$ cat src/rtl/rom_loader.sv
// Boot-time loader: takes a byte stream (16-bit word count header, big-endian words,
// optional XOR trailer when ROM_LOADER_CHECKSUM_EN is defined) and writes it into instruction memory.

`ifndef INST_ADDR_BUS
`define INST_ADDR_BUS 31:0
`endif
`ifndef INST_DATA_BUS
`define INST_DATA_BUS 31:0
`endif

module rom_loader (
    input  logic                  clock,
    input  logic                  reset,
    input  logic                  in_valid,
    input  logic [7:0]            in_byte,
    output logic                  in_ready,
    output logic                  mem_write_enable,
    output logic [`INST_ADDR_BUS] mem_addr,
    output logic [`INST_DATA_BUS] mem_data,
    output logic                  cpu_reset,
    output logic                  done,
    output logic                  error,
    output logic [2:0]            o_dbg_state
);

    // Handshake: a byte moves on a rising edge where in_valid=1 and in_ready=1;
    // in_ready is registered and drops for the single write-strobe cycle.
    typedef enum logic [2:0] {
        HDR_HI = 3'd0,
        HDR_LO = 3'd1,
        DATA   = 3'd2,
`ifdef ROM_LOADER_CHECKSUM_EN
        CHECK  = 3'd3,
`endif
        DONE   = 3'd4
    } state_t;

    state_t                r_state;
    logic [15:0]           r_count;
    logic [15:0]           r_words;
    logic [1:0]            r_byte_idx;
    logic [23:0]           r_partial;
    logic [`INST_ADDR_BUS] r_addr;
    logic [`INST_DATA_BUS] r_data;
    logic                  r_strobe;
    logic                  r_in_ready;
    logic                  r_cpu_reset;
    logic                  r_done;
`ifdef ROM_LOADER_CHECKSUM_EN
    logic [7:0]            r_csum;
    logic                  r_error;
`endif

    logic        w_accept;
    logic [16:0] w_words_next;
    logic        w_last_word;
    logic [31:0] w_word_next;

    assign w_accept     = in_valid && r_in_ready;
    assign w_words_next = {1'b0, r_words} + 17'd1;
    assign w_last_word  = (w_words_next == {1'b0, r_count});
    assign w_word_next  = {r_partial, in_byte};

    always_ff @(posedge clock) begin
        if (reset) begin
            r_state     <= HDR_HI;
            r_count     <= 16'd0;
            r_words     <= 16'd0;
            r_byte_idx  <= 2'd0;
            r_partial   <= 24'd0;
            r_addr      <= '0;
            r_data      <= '0;
            r_strobe    <= 1'b0;
            r_in_ready  <= 1'b0;
            r_cpu_reset <= 1'b1;
            r_done      <= 1'b0;
`ifdef ROM_LOADER_CHECKSUM_EN
            r_csum      <= 8'd0;
            r_error     <= 1'b0;
`endif
        end else begin
            r_strobe <= 1'b0;
            case (r_state)
                HDR_HI: begin
                    r_in_ready <= 1'b1;
                    if (w_accept) begin
                        r_count[15:8] <= in_byte;
                        r_state       <= HDR_LO;
                    end
                end

                HDR_LO: begin
                    if (w_accept) begin
                        r_count[7:0] <= in_byte;
                        if ({r_count[15:8], in_byte} != 16'd0) begin
                            r_state <= DATA;
                        end else begin
`ifdef ROM_LOADER_CHECKSUM_EN
                            r_state     <= CHECK;
`else
                            r_state     <= DONE;
                            r_in_ready  <= 1'b0;
                            r_done      <= 1'b1;
                            r_cpu_reset <= 1'b0;
`endif
                        end
                    end
                end

                DATA: begin
                    if (r_strobe) begin
                        // Strobe cycle: address moves on only after the write is presented.
                        r_addr  <= r_addr + 4;
                        r_words <= w_words_next[15:0];
                        if (w_last_word) begin
`ifdef ROM_LOADER_CHECKSUM_EN
                            r_state     <= CHECK;
                            r_in_ready  <= 1'b1;
`else
                            r_state     <= DONE;
                            r_in_ready  <= 1'b0;
                            r_done      <= 1'b1;
                            r_cpu_reset <= 1'b0;
`endif
                        end else begin
                            r_in_ready <= 1'b1;
                        end
                    end else if (w_accept) begin
                        r_partial <= w_word_next[23:0];
`ifdef ROM_LOADER_CHECKSUM_EN
                        r_csum    <= r_csum ^ in_byte;
`endif
                        if (r_byte_idx == 2'd3) begin
                            r_data     <= w_word_next;
                            r_strobe   <= 1'b1;
                            r_in_ready <= 1'b0;
                            r_byte_idx <= 2'd0;
                        end else begin
                            r_byte_idx <= r_byte_idx + 2'd1;
                        end
                    end
                end

`ifdef ROM_LOADER_CHECKSUM_EN
                CHECK: begin
                    if (w_accept) begin
                        r_error     <= (in_byte != r_csum);
                        r_state     <= DONE;
                        r_in_ready  <= 1'b0;
                        r_done      <= 1'b1;
                        r_cpu_reset <= 1'b0;
                    end
                end
`endif

                DONE: begin
                    r_in_ready <= 1'b0;
                end

                default: begin
                    r_state    <= HDR_HI;
                    r_in_ready <= 1'b0;
                end
            endcase
        end
    end

    assign in_ready         = r_in_ready;
    assign mem_write_enable = r_strobe;
    assign mem_addr         = r_addr;
    assign mem_data         = r_data;
    assign cpu_reset        = r_cpu_reset;
    assign done             = r_done;
    assign o_dbg_state      = r_state;
`ifdef ROM_LOADER_CHECKSUM_EN
    assign error            = r_error;
`else
    assign error            = 1'b0;
`endif

endmodule
$ cat config.mk
export PLATFORM = sky130hd
export DESIGN_NAME = rom_loader
export DESIGN_NICKNAME = d
export VERILOG_FILES = /design/src/rtl/rom_loader.sv
export SDC_FILE = /design/constraint.sdc
export NUM_CORES = 1
export LEC_CHECK = 0
export CORE_ASPECT_RATIO = 1.2
export CORE_UTILIZATION = 40
export CTS_CLUSTER_DIAMETER = 40
export DETAILED_ROUTE_END_ITERATION = 10
export PLACE_DENSITY = 0.65
export SLEW_MARGIN = 40
export SYNTH_ARGS = -nofsm -noshare
export SYNTH_HDL_FRONTEND = slang
export SYNTH_SLANG_ARGS = --single-unit
$ cat constraint.sdc
create_clock -name clock -period 2.3 [get_ports clock]
set_input_delay 0.345 -clock clock [delete_from_list [all_inputs] [get_ports clock]]
set_output_delay 0.345 -clock clock [all_outputs]
set_load 0.01 [all_outputs]
# Word-level counts from Yosys, hierarchy flattened
# Index checks and enable logic that the tools add are counted.
# word_totals
reg_bits	129
inputBits	11
# classes
muxes	23
n_addsub	3
n_reduce_logical	13
n_eq_ne	12
n_bitwise	4
# ops
op	n
32-bit by 3-bit adder with 32-bit output, second input constant	1
16-bit by 1-bit adder with 17-bit output, second input constant	1
17-bit by 16-bit equality test with 1-bit output	1
16-bit nonzero test	1
3-bit two-way mux	5
1-bit two-way mux	13
3-bit case mux with 4 select lines	1
2-bit inequality test, second input constant	5
5-bit AND reduction	2
4-bit AND reduction	2
3-bit inequality test, second input constant	2
2-bit AND reduction	3
1-bit inverter	4
1-bit case mux with 2 select lines	2
4-bit OR reduction	1
3-bit by 1-bit equality test with 1-bit output, second input constant	1
3-bit by 2-bit equality test with 1-bit output, second input constant	1
3-bit equality test, second input constant	1
3-bit logical NOT	1
1-bit case mux with 3 select lines	1
3-bit AND reduction	1
2-bit by 1-bit adder with 2-bit output, second input constant	1
2-bit equality test, second input constant	1
2-bit two-way mux	1
other kinds (2)	2

# Longest topological paths before layout
# logic_depth
ltp_word	5
depth_mapped	8

# Worst setup path after synthesis
# OpenSTA, ideal clock, no wires.
# synth_path
path_type	register -> register
from	register r_words[0]
to	register r_state[1], in the netlist o_dbg_state[1]
arrival_ns	1.967
required_time_ns	2.164
slack_ns	0.197
path_stages_with_launch	8
setup_ns	0.136
path_cell_list	dfxtp_1 > ha_1 > nand3_1 > nor3b_1 > mux2i_1 > o311ai_2 > nor4_4 > a2111oi_2
# synth_via
elab_chain_len	4
# synth_rtl
element	line	source
start, declared	40	logic [15:0] r_words;
start signal, assigned	114	r_words <= w_words_next[15:0];
16-bit by 1-bit adder with 17-bit output	60	assign w_words_next = {1'b0, r_words} + 17'd1;
17-bit by 16-bit equality test with 1-bit output	61	assign w_last_word = (w_words_next == {1'b0, r_count});
2-bit inequality test (no line)	n/a	
5-bit AND reduction (no line)	n/a	
end signal, assigned	66	r_state <= HDR_HI;
end signal, assigned	88	r_state <= HDR_LO;
end signal, assigned	96	r_state <= DATA;
end, declared	38	state_t r_state;
# No other way between the ends.
# A chain may end at the register's enable or synchronous reset.

# Final worst setup path
# layout_path
from	register r_words[1]
to	register r_state[1], in the netlist o_dbg_state[1]
# The elaborated chain is that of the path after synthesis.

==> out/qor.yml <==
antenna_found_initial: 0
gr-total-overflow: 0
numClockSinks: 127
arrival_ps: 2500
hp-class: "in2reg"
slew_viol_final: 0
finalHoldViolations: 0
yosysWarnings: 0
nets: 785
powerDensity_nw_per_um2: 742
critPathMaxFanout: 9
crit_top_cell: "buf_4"
power_leakage_nw: 2.66
dpl-instance-area_um2: 6650
h-tree-depth: 4
worst_setup_path_end_kind: "register"
wl_met1_um: 6070
detail-route-antenna-nets: 0
wl_met2_um: 6890
vdd_drop_max_mv: 0.488
clock_skew_ps: 6.33
cts_buffer_depth: 2
cts_tree: "yes"
power_switching_mw: 1.11
period_share: 0.951
viasPerCell: 5.18
syn_avg_cell_area_um2: 8.31
synthArstFlopShare: 0
drtIter0Drc: 302
die_x_um: 110
drc: 0
vias: 4930
root_buffer: "clkbuf_16"
num_antenna_cells: 0
worstMarginPinSlew_ps: 691
initial_core_util: 0.416
startpoint: "r_words[1]"
gp_congestion: 0.859
die_area_um2: 14400
finalWirelength_um: 13700
ys_types: 55
design_area_um2: 7400
power_frac_clock: 0.550
hold_slack_ps: 452
critical_path.slowest_cell: "or4_4"
clk_pin_slew_worst_paths_ps: 50
path_cells: "buf_4, nand3_4, or4_4, and3_4, a211oi_4, nor4_4, buf_4, a2111oi_2"
grt_max_degree: 66
grt_pass1_wl_um: 22700
setup_tns_ps: 0
routed.top_layer: "met4"
finalCriticalPeriod_ps: 2190
port_buffers: 79
totalPowerFinal_mw: 5.49
run_status: "finished, final reports clean"
p_sw_frac: 0.203
synth-seq-cells: 127
setup_violations: 0
grt_pass1_vias: 4653
detail_route.wl_per_cell_um: 14.4
worst_ep_required_time_ps: 2610
synth_edf_count: 0
p_int_mw: 4.38
p_comb_frac: 0.043
drtPass1Iterations: 4
slew_headroom: 0.539
syn_area_um2: 5580
numCtsBuffers: 17
area_delta_synth_final_pct: 32.5
r2r-start: "r_words[1]"
track_usage: 0.202
num_io_pins: 83
final_util: 0.552
core_um2: 13400
synth_top_flop_cell: "dfxtp_1"
syn_inst: 672
pwr-share-seq: 0.408
post-dp-hpwl_um: 9570
startpoint_type: "register"
drive_above_1_share: 0.129
hold_start: "reset"
rows: 46
die_h_um: 131
drv_cap: 0
fmax_ghz: 0.457
cpPeakStageDelay_ps: 520
clk_latency_ps: 410
critical_path_class: "reg2reg"
wl_met3_um: 457
seq_area_frac_synth: 0.455
## worst max-delay path, delay by kind of cell (launching register included)
family | cells | cell delay (ps)
flip-flops | 1 | 350
AND/OR/NAND/NOR | 4 | 910
buffers and inverters | 2 | 290
AO/OA/AOI/OAI | 2 | 530
## cell families (layout without fill, tap and decap cells)
logic type / count (synthesis) / after routing / share of synthesized area
compound gates: 106 / 106 / 0.107
fa+ha+maj: 4 / 4 / 0.00896
buf+inv: 48 / 157 / 0.0484
other cells: 1 / 3 / 0.000672
mux: 9 / 9 / 0.0161
flops: 127 / 127 / 0.455
xor+xnor: 62 / 62 / 0.0972
simple gates: 315 / 315 / 0.266
## synth_stat cells (6+ instances only)
cell | n | share of area
nand2_1 | 149 | 0.10
dfxtp_1 | 127 | 0.46
a21oi_1 | 80 | 0.072
nor2_1 | 63 | 0.042
xor2_1 | 34 | 0.053
clkbuf_1 | 29 | 0.019
xnor2_1 | 28 | 0.044
nand3_1 | 26 | 0.023
nand4_1 | 13 | 0.015
nor3_1 | 11 | 0.0099
or3_1 | 10 | 0.011
mux2i_1 | 9 | 0.016
nor4_1 | 9 | 0.010
o21ai_0 | 8 | 0.0072
buf_6 | 6 | 0.012
## state kept, by name (all words and copies together), names as in the netlist
signal            count
r_count              16
o_dbg_state           3
mem_data             32
r_byte_idx            2
done                  1
cpu_reset             1
mem_write_enable      1
r_partial            24
r_words              16
mem_addr             30
in_ready              1
## repair_timing
| action | 4_1_cts | 5_1_grt |
|---|---|---|
| setup endpoints to repair | 0 | 6 |
| buffers inserted | 0 | 4 |
| hold buffers | 0 | 0 |
| gates resized for setup | 0 | 14 |
## cell usage in the layout, fill, tap and decap left out, drive strengths merged, types with 2 or more instances in the layout
cell type and count:
nand2 149, dfxtp 127, a21oi 80, clkdlybuf4s50 78, nor2 64, buf 42, xor2 34, xnor2 28
nand3 27, clkbuf 22, nand4 14, nor3 12, or3 11, nor4 10, o21ai 10, mux2i 9
and3 6, inv 5, and4 5, bufinv 5, ha 4, a31oi 3, conb 3, clkinv 3
nor3b 3, o31ai 2, nand4bb 2, nor2b 2, or2 2, nand2b 2, clkinvlp 2, a2111oi 2
## worst paths after layout
kind,to,slack (ps),depth (start not counted)
setup / recovery,o_dbg_state[1],110,8
hold / removal,mem_write_enable,450,2
setup reg to reg,o_dbg_state[1],110,8
hold reg to reg,mem_data[3],460,2
## metrics by stage
step | std cells | worst slack (ps)
2_1_floorplan | 674 | 197
3_3_place_gp | 915 | 47.2
3_5_place_dp | 915 | 31.4
4_1_cts | 947 | 15.7
5_1_grt | 951 | -32.1
6_report | 951 | 113
## layout make-up
class / instances / area (um^2)
fill: 1224 / 6010
multi-input combinational: 499 / 2820
sequential: 127 / 2550
timing repair buffer: 120 / 1120
clock buffer: 22 / 494
tap: 168 / 210
clock inverter: 10 / 180
inverter: 5 / 18.8
## layer usage
| layer | track usage | vias up |
|---|---|---|
| met5 | 0 | - |
| met4 | 0.0933 | 0 |
| met3 | 0.0441 | 22 |
| met2 | 0.331 | 111 |
| met1 | 0.247 | 2333 |
| li1 | - | 2464 |
## power groups by stage
stage	Sequential [mW]	Combinational, mW	Clock [mW]
6_report	2.24	0.233	3.02
5_1_grt	2.24	0.256	3.16
3_5_place_dp	2.29	0.230	0
2_1_floorplan	2.28	0.149	0
4_1_cts	2.24	0.232	3.06
3_3_place_gp	2.29	0.227	0
Power figures use the tool's default switching activity.
